File: src/rtl/stoch_window_counter.sv
// Stochastic-to-binary converter: counts ones over 2^WINDOW_LOG2 valid samples
// and reports the count plus an 8-bit probability estimate on a valid/ready port.
module stoch_window_counter #(
    parameter int WINDOW_LOG2 = 8
) (
    input  logic                   clk_i,
    input  logic                   rst_b_i,
    input  logic                   start_i,
    input  logic                   abort_i,
    input  logic                   bit_in_i,
    input  logic                   bit_valid_i,
    input  logic                   result_ready_i,
    output logic                   busy_o,
    output logic [WINDOW_LOG2:0]   result_o,
    output logic [7:0]             prob_est_o,
    output logic                   result_valid_o
);

    localparam int CW = WINDOW_LOG2 + 1;

    typedef enum logic [1:0] {IDLE, COUNT, DONE} state_t;

    state_t                 state_q, state_d;
    logic [WINDOW_LOG2-1:0] sample_cnt_q, sample_cnt_d;
    logic [CW-1:0]          ones_cnt_q, ones_cnt_d;
    logic [CW-1:0]          ones_inc;
    logic [CW-1:0]          result_q, result_d;
    logic [7:0]             prob_q, prob_d;
    logic                   handshake;
    logic                   last_sample;
    logic                   clear;

    // Scale the count down to 8 bits; a full window (2^WINDOW_LOG2) clips to 0xFF.
    function automatic logic [7:0] sat_prob(input logic [CW-1:0] cnt);
        logic [CW-1:0] shifted;
        shifted = cnt >> (WINDOW_LOG2 - 8);
        if (shifted > CW'(255)) begin
            return 8'hFF;
        end
        return shifted[7:0];
    endfunction

    assign handshake   = (state_q == DONE) && result_ready_i;
    assign last_sample = (state_q == COUNT) && bit_valid_i && (sample_cnt_q == '1);
    assign ones_inc    = ones_cnt_q + CW'(bit_in_i);
    assign clear       = abort_i || ((state_q == IDLE) && start_i) || (handshake && start_i);

    always_ff @(posedge clk_i) begin
        if (!rst_b_i) begin
            state_q <= IDLE;
        end else begin
            state_q <= state_d;
        end
    end

    always_comb begin
        state_d = state_q;
        case (state_q)
            IDLE:    if (start_i) state_d = COUNT;
            COUNT:   if (last_sample) state_d = DONE;
            DONE:    if (handshake) state_d = start_i ? COUNT : IDLE;
            default: state_d = IDLE;
        endcase
        // abort outranks both start and the output handshake
        if (abort_i) begin
            state_d = IDLE;
        end
    end

    always_comb begin
        busy_o         = (state_q == COUNT);
        result_valid_o = (state_q == DONE);
        result_o       = result_q;
        prob_est_o     = prob_q;
    end

    always_comb begin
        sample_cnt_d = sample_cnt_q;
        ones_cnt_d   = ones_cnt_q;
        result_d     = result_q;
        prob_d       = prob_q;
        if (clear) begin
            sample_cnt_d = '0;
            ones_cnt_d   = '0;
        end else if ((state_q == COUNT) && bit_valid_i) begin
            sample_cnt_d = sample_cnt_q + WINDOW_LOG2'(1);
            ones_cnt_d   = ones_inc;
            if (last_sample) begin
                result_d = ones_inc;
                prob_d   = sat_prob(ones_inc);
            end
        end
    end

    always_ff @(posedge clk_i) begin
        if (!rst_b_i) begin
            sample_cnt_q <= '0;
            ones_cnt_q   <= '0;
            result_q     <= '0;
            prob_q       <= '0;
        end else begin
            sample_cnt_q <= sample_cnt_d;
            ones_cnt_q   <= ones_cnt_d;
            result_q     <= result_d;
            prob_q       <= prob_d;
        end
    end

endmodule

File: config.mk
export PLATFORM = sky130hd
export DESIGN_NAME = stoch_window_counter
export DESIGN_NICKNAME = d
export VERILOG_FILES = /design/src/rtl/stoch_window_counter.sv
export SDC_FILE = /design/constraint.sdc
export NUM_CORES = 1
export LEC_CHECK = 0
export CAP_MARGIN = 0
export CORE_ASPECT_RATIO = 1.25
export CORE_MARGIN = 2
export CORE_UTILIZATION = 25
export DETAILED_ROUTE_END_ITERATION = 16
export PLACE_DENSITY = 0.45
export SYNTH_ARGS = -nofsm -noshare
export SYNTH_HDL_FRONTEND = slang
export SYNTH_SLANG_ARGS = --single-unit
File: constraint.sdc
create_clock -name clk_i -period 1.9 [get_ports clk_i]
set_input_delay 0.285 -clock clk_i [delete_from_list [all_inputs] [get_ports clk_i]]
set_output_delay 0.285 -clock clk_i [all_outputs]
set_load 0.02 [all_outputs]
== Yosys cells after proc, flatten, opt, wreduce, memory -nomap -nowiden ==
Cells that the tools add are included.

* Output and inout bits: 19
* Latch bits: 0
* Bits in registers: 36
* RAM bits: 0
* Bits in read-only memories: 0
* Memories kept: 0
* Logic and storage cells: 39

* Shift-type cells: 0
* Div/mod/pow operators: 0
* Multiply operators: 0
* $lt $le $gt $ge: 1
* Bitwise operators: 2
* Multiplexer cells: 11
* Reductions and logical operators: 12
* Equality and inequality tests: 6
* Add/subtract/negate cells: 2

{| class="wikitable"
|+ Operator list
! cell !! number
|-
| 8-bit two-way mux || 2
|-
| 9-bit by 1-bit adder with 9-bit output || 1
|-
| 9-bit by 8-bit > comparator with 1-bit output, second input constant || 1
|-
| 8-bit by 1-bit adder with 8-bit output, second input constant || 1
|-
| 8-bit == test, second input constant || 1
|-
| 2-bit two-way mux || 3
|-
| 2-bit one-hot mux with 3 select lines || 1
|-
| 3-bit AND reduction || 2
|-
| 1-bit logical AND || 5
|-
| 1-bit two-way mux || 5
|-
| 2-bit by 1-bit inequality test with 1-bit output, second input constant || 2
|-
| 2-bit OR reduction || 2
|-
| 2-bit by 1-bit == test with 1-bit output, second input constant || 1
|-
| 2-bit == test, second input constant || 1
|-
| 2-bit logical NOT || 1
|-
| 1-bit logical OR || 2
|-
| 2-bit inequality test, second input constant || 1
|-
| 1-bit inverter || 2
|}

== Longest topological paths before layout ==
* Word-level depth: 7
* Mapped depth: 6
* Depth with buffers taken out: 6

== Worst setup path before layout ==
Ideal clock, no wire load.

* Path type: reg-to-reg
* Start point: register ones_cnt_q[0]
* End point: register prob_q[2] (netlist: prob_est_o[2])
* Setup time: 145 ps
* Cell stages (with the launch flop): 7
* Path slack: 250 ps
* Data required time: 1755 ps
* Clock period less this slack: 1650 ps
* Arrival: 1505 ps
* Cell sequence: dfxtp_1 -> ha_1 -> ha_1 -> nand3_1 -> nor3_1 -> xnor2_1 -> a31oi_1

* Cells in the longest elaborated chain, start to end: 7

{| class="wikitable"
|+ Ends and longest elaborated chain
! what !! RTL line !! RTL
|-
| start: declaration || 25 || <nowiki>logic [CW-1:0] ones_cnt_q, ones_cnt_d;</nowiki>
|-
| start signal: assignment || 103 || <nowiki>ones_cnt_q <= ones_cnt_d;</nowiki>
|-
| 9-bit by 1-bit adder with 9-bit output * || 45 || <nowiki>assign ones_inc = ones_cnt_q + CW'(bit_in_i);</nowiki>
|-
| 9-bit by 8-bit > comparator with 1-bit output || 37 || <nowiki>if (shifted > CW'(255)) begin</nowiki>
|-
| 1-bit two-way mux || 37 ||
|-
| 1-bit two-way mux || 88 || <nowiki>if (last_sample) begin</nowiki>
|-
| 1-bit two-way mux || 85 || <nowiki>end else if ((state_q == COUNT) && bit_valid_i) begin</nowiki>
|-
| 1-bit two-way mux || 82 || <nowiki>if (clear) begin</nowiki>
|-
| 8-bit two-way mux * || 40 || <nowiki>return shifted[7:0];</nowiki>
|-
| end signal: assignment || 105 || <nowiki>prob_q <= prob_d;</nowiki>
|-
| end: declaration || 28 || <nowiki>logic [7:0] prob_q, prob_d;</nowiki>
|}

Mark *: on every way between the ends. The rest lies on a longest branch, timed or not. The select of a mux whose other input is x is not followed.
A chain may end at the register's enable or synchronous reset.

== Worst setup path in the final report ==
* Start point: register state_q[1]
* End point: output result_valid_o

* Cells in the longest elaborated chain, start to end: 1

{| class="wikitable"
|+ Ends and longest elaborated chain
! what !! RTL line !! RTL
|-
| start: declaration || 23 || <nowiki>state_t state_q, state_d;</nowiki>
|-
| start signal: assignment || 52 || <nowiki>state_q <= state_d;</nowiki>
|-
| 2-bit == test || 72 || <nowiki>result_valid_o = (state_q == DONE);</nowiki>
|-
| end: declaration || 16 || <nowiki>output logic result_valid_o</nowiki>
|}

Every way passes these cells.

==> load_flow_metrics.sql <==
INSERT INTO impl_metrics (metric_group, metric, value, unit) VALUES
('outcome', 'outcome', 'finished, final reports clean', ''),
('detailed_routing', 'firstDrtPassIters', '4', ''),
('clocking', 'cts_buffers', '5', ''),
('power_and_ir_drop', 'power_per_cell_area', '701', 'mW/mm²'),
('logic_synthesis', 'postSynthRegisterBits', '36', ''),
('clocking', 'cts.sinks', '36', ''),
('floorplanning', 'die_area', '0.00718', 'mm²'),
('place', 'gpl.final_weighted_congestion', '0.778', ''),
('worst_setup_path', 'critical_path_arrival', '1.50', 'ns'),
('sta', 'timing.final.crit_share', '94.2', '%'),
('clocking', 'cts_repair_resize_count', '0', ''),
('power_and_ir_drop', 'power.total', '1.54', 'mW'),
('place', 'buffer_ports.inserted', '25', ''),
('logic_synthesis', 'synthDistinctLibCells', '31', ''),
('sta', 'clock-skew-final', '0.00337', 'ns'),
('floorplanning', 'core', '0.00625', 'mm²'),
('clocking', 'post_cts.repair.setup_buffers', '0', ''),
('clocking', 'clock_latency_reported_for_the_late_side_of_the_worst_skew_pair', '0.29', 'ns'),
('floorplanning', 'dieWidth', '76.2', 'µm'),
('worst_setup_path', 'timing_worst_setup_path_type', 'reg2out', ''),
('worst_setup_path', 'setup.reg_to_reg.worst_slack', '0.28', 'ns'),
('cells_and_area', 'finalNetCount', '233', ''),
('logic_synthesis', 'synth_area_leaders', 'sky130_fd_sc_hd__dfxtp_1, sky130_fd_sc_hd__xnor2_1, sky130_fd_sc_hd__nor2_1', ''),
('logic_synthesis', 'synth-seq-area-share', '44.2', '%'),
('logic_synthesis', 'synth_fp_nets', '192', ''),
('detailed_routing', 'drc', '0', ''),
('clocking', 'max-clock-path-buffers', '2', ''),
('grt', 'grt_overflow_total', '0', ''),
('clocking', 'cts-hold-fix-buffers', '0', ''),
('detailed_routing', 'first_iter_violations', '61', ''),
('power_and_ir_drop', 'power.static_leakage', '0.762', 'nW'),
('grt', 'number_of_global_route_vias_before_repair', '1238', ''),
('logic_synthesis', 'synth_area_per_cell', '9.00', 'µm²'),
('grt', 'antenna_found_initial', '0', ''),
('hold_path', 'hold_path.class', 'reg2reg', ''),
('worst_setup_path', 'cp_cell_sequence', 'nor2b_1 -> clkdlybuf4s50_1', ''),
('floorplanning', 'chipHeight', '94.3', 'µm'),
('cells_and_area', 'finish.utilization', '35.3', '%'),
('cells_and_area', 'insertedDiodeCount', '0', ''),
('floorplanning', 'core.rowCount', '32', ''),
('detailed_routing', 'postRouteAntennaNets', '0', ''),
('worst_setup_path', 'worstPathBufferInverterCount', '1', ''),
('cells_and_area', 'layout-area-overhead-vs-synth', '35.3', '%'),
('clocking', 'clock-root-buffer', 'sky130_fd_sc_hd__clkbuf_8', ''),
('sta', 'relSlewSlack', '71.2', '%'),
('logic_synthesis', 'synth_edf_count', '0', ''),
('clocking', 'tritoncts', 'yes', ''),
('grt', 'grt_pass1_wl', '5980', 'µm'),
('logic_synthesis', 'synthesis.instances', '181', ''),
('worst_setup_path', 'max_stage_delay', '0.63', 'ns'),
('grt', 'pin_count_of_the_biggest_net_entering_global_routing', '24', ''),
('sta', 'max_freq', '559', 'MHz'),
('worst_setup_path', 'setup_crit_start_kind', 'register', ''),
('worst_setup_path', 'timing.critical_path.fanout_max', '6', ''),
('worst_setup_path', 'cp-end-kind', 'output port', ''),
('floorplanning', 'initial_core_util', '26.1', '%'),
('logic_synthesis', 'synth_flop_cell', 'sky130_fd_sc_hd__dfxtp_1', ''),
('logic_synthesis', 'syn-cell-area', '0.00163', 'mm²'),
('sta', 'final-setup-viol-count', '0', ''),
('run', 'cap_violations', '0', ''),
('logic_synthesis', 'ys.warnings.count', '0', ''),
('cells_and_area', 'share_of_final_layout_standard_cells_stronger_than_drive_strength_1', '13.0', '%'),
('detailed_routing', 'detail_route.wirelength', '3500', 'µm'),
('detailed_routing', 'detail_route.wl_per_cell', '11.4', 'µm'),
('place', 'detailedPlacementHpwl', '2580', 'µm'),
('worst_setup_path', 'critical-path-slowest-cell', 'sky130_fd_sc_hd__clkdlybuf4s50_1', ''),
('clocking', 'htree_levels', '2', ''),
('sta', 'whs', '0.476', 'ns'),
('logic_synthesis', 'async_flop_share', '0', '%'),
('power_and_ir_drop', 'vdd_ir_drop_max', '0.284', 'mV'),
('worst_setup_path', 'critPathRequiredTime', '1.62', 'ns');
==> synthesized netlist by cell type, drive strengths merged (2+ instances only) <==
cell,count
nor2b,3
a31oi,8
ha,4
a21oi,6
nand3,4
nand2,17
nor2,25
inv,7
nor3,8
buf,4
dfxtp,36
clkbuf,3
a211oi,3
o21ai,9
xnor2,16
nor4,4
and2,3
nand4,2
xor2,5
mux2i,5
nand2b,2
==> metal layers <==
layer | up-vias | global-route usage (%) | wire, µm
met3 | 6 | 2.88 | 93
met1 | 589 | 13.1 | 1700
li1 | 698 | - | -
met2 | 20 | 17.3 | 1620
met4 | 0 | 5.45 | 77
met5 | - | 0 | 0
==> cell usage in the layout (no fill, tap or decap), types with 2 or more instances in the layout <==
master and instances:
sky130_fd_sc_hd__a211oi_1 3, sky130_fd_sc_hd__a21oi_1 6, sky130_fd_sc_hd__a31oi_1 8, sky130_fd_sc_hd__and2_1 3, sky130_fd_sc_hd__buf_4 15, sky130_fd_sc_hd__clkbuf_8 7, sky130_fd_sc_hd__clkdlybuf4s50_1 24, sky130_fd_sc_hd__dfxtp_1 36
sky130_fd_sc_hd__ha_1 4, sky130_fd_sc_hd__inv_1 7, sky130_fd_sc_hd__mux2i_1 5, sky130_fd_sc_hd__nand2_1 17, sky130_fd_sc_hd__nand2b_1 2, sky130_fd_sc_hd__nand3_1 4, sky130_fd_sc_hd__nor2_1 25, sky130_fd_sc_hd__nor2b_1 3
sky130_fd_sc_hd__nor3_1 8, sky130_fd_sc_hd__nor4_1 3, sky130_fd_sc_hd__o21ai_0 9, sky130_fd_sc_hd__xnor2_1 16, sky130_fd_sc_hd__xor2_1 5
==> report_power, final <==
part / switching, mW / internal, mW / total, mW
Sequential: 0.00227 / 0.755 / 0.758
Combinational: 0.0269 / 0.0243 / 0.0512
Clock: 0.273 / 0.463 / 0.736
Total: 0.302 / 1.24 / 1.54
==> worst reg2reg max path: stages, from the launching register on <==
cell	delay [ns]
sky130_fd_sc_hd__dfxtp_1	0.38
sky130_fd_sc_hd__ha_1	0.23
sky130_fd_sc_hd__nand2_1	0.11
sky130_fd_sc_hd__or4_4	0.44
sky130_fd_sc_hd__nor3_1	0.15
sky130_fd_sc_hd__buf_4	0.15
sky130_fd_sc_hd__a211oi_1	0.05
==> worst paths after layout <==
kind / start / endpoint / cells past startpoint
setup / recovery: state_q[1] / result_valid_o / 2
hold / removal: sample_cnt_q[1] / sample_cnt_q[1] / 2
setup reg to reg: sample_cnt_q[0] / result_o[7] / 6
hold reg to reg: sample_cnt_q[1] / sample_cnt_q[1] / 2
==> area by class of cell <==
cell class	count	area, µm²
multi-input combinational	131	838
clock inverter	1	30.0
sequential	36	721
tap	85	106
fill	675	4040
clock buffer	7	96.3
inverter	7	26.3
timing repair buffer	41	385
==> sequential cells by signal, indices dropped and copies added (netlist names) <==
name	flops
ones_cnt_q	9
sample_cnt_q	8
state_q	2
result_o	9
prob_est_o	8
==> cells by family (layout without fill, tap and decap cells) <==
kind of cell | after synthesis | in the layout | share of synthesized area, %
simple gates | 75 | 75 | 25.0
flops | 36 | 36 | 44.2
compound gates | 26 | 26 | 9.06
xor+xnor | 21 | 21 | 11.3
buf+inv | 14 | 56 | 4.30
mux | 5 | 5 | 3.07
fa+ha+maj | 4 | 4 | 3.07
==> per-stage QoR <==
step,setup TNS (ns),instance area [µm²],std cells,setup slack [ns]
floorplan,0,1630,181,0.250
global placement,-0.906,2070,300,-0.0993
detailed placement,-0.645,2070,300,-0.0781
CTS,0,2200,308,0.0101
global route,0,2200,308,0.0282
finish,0,2200,308,0.111
(Power assumes the default switching activity.)
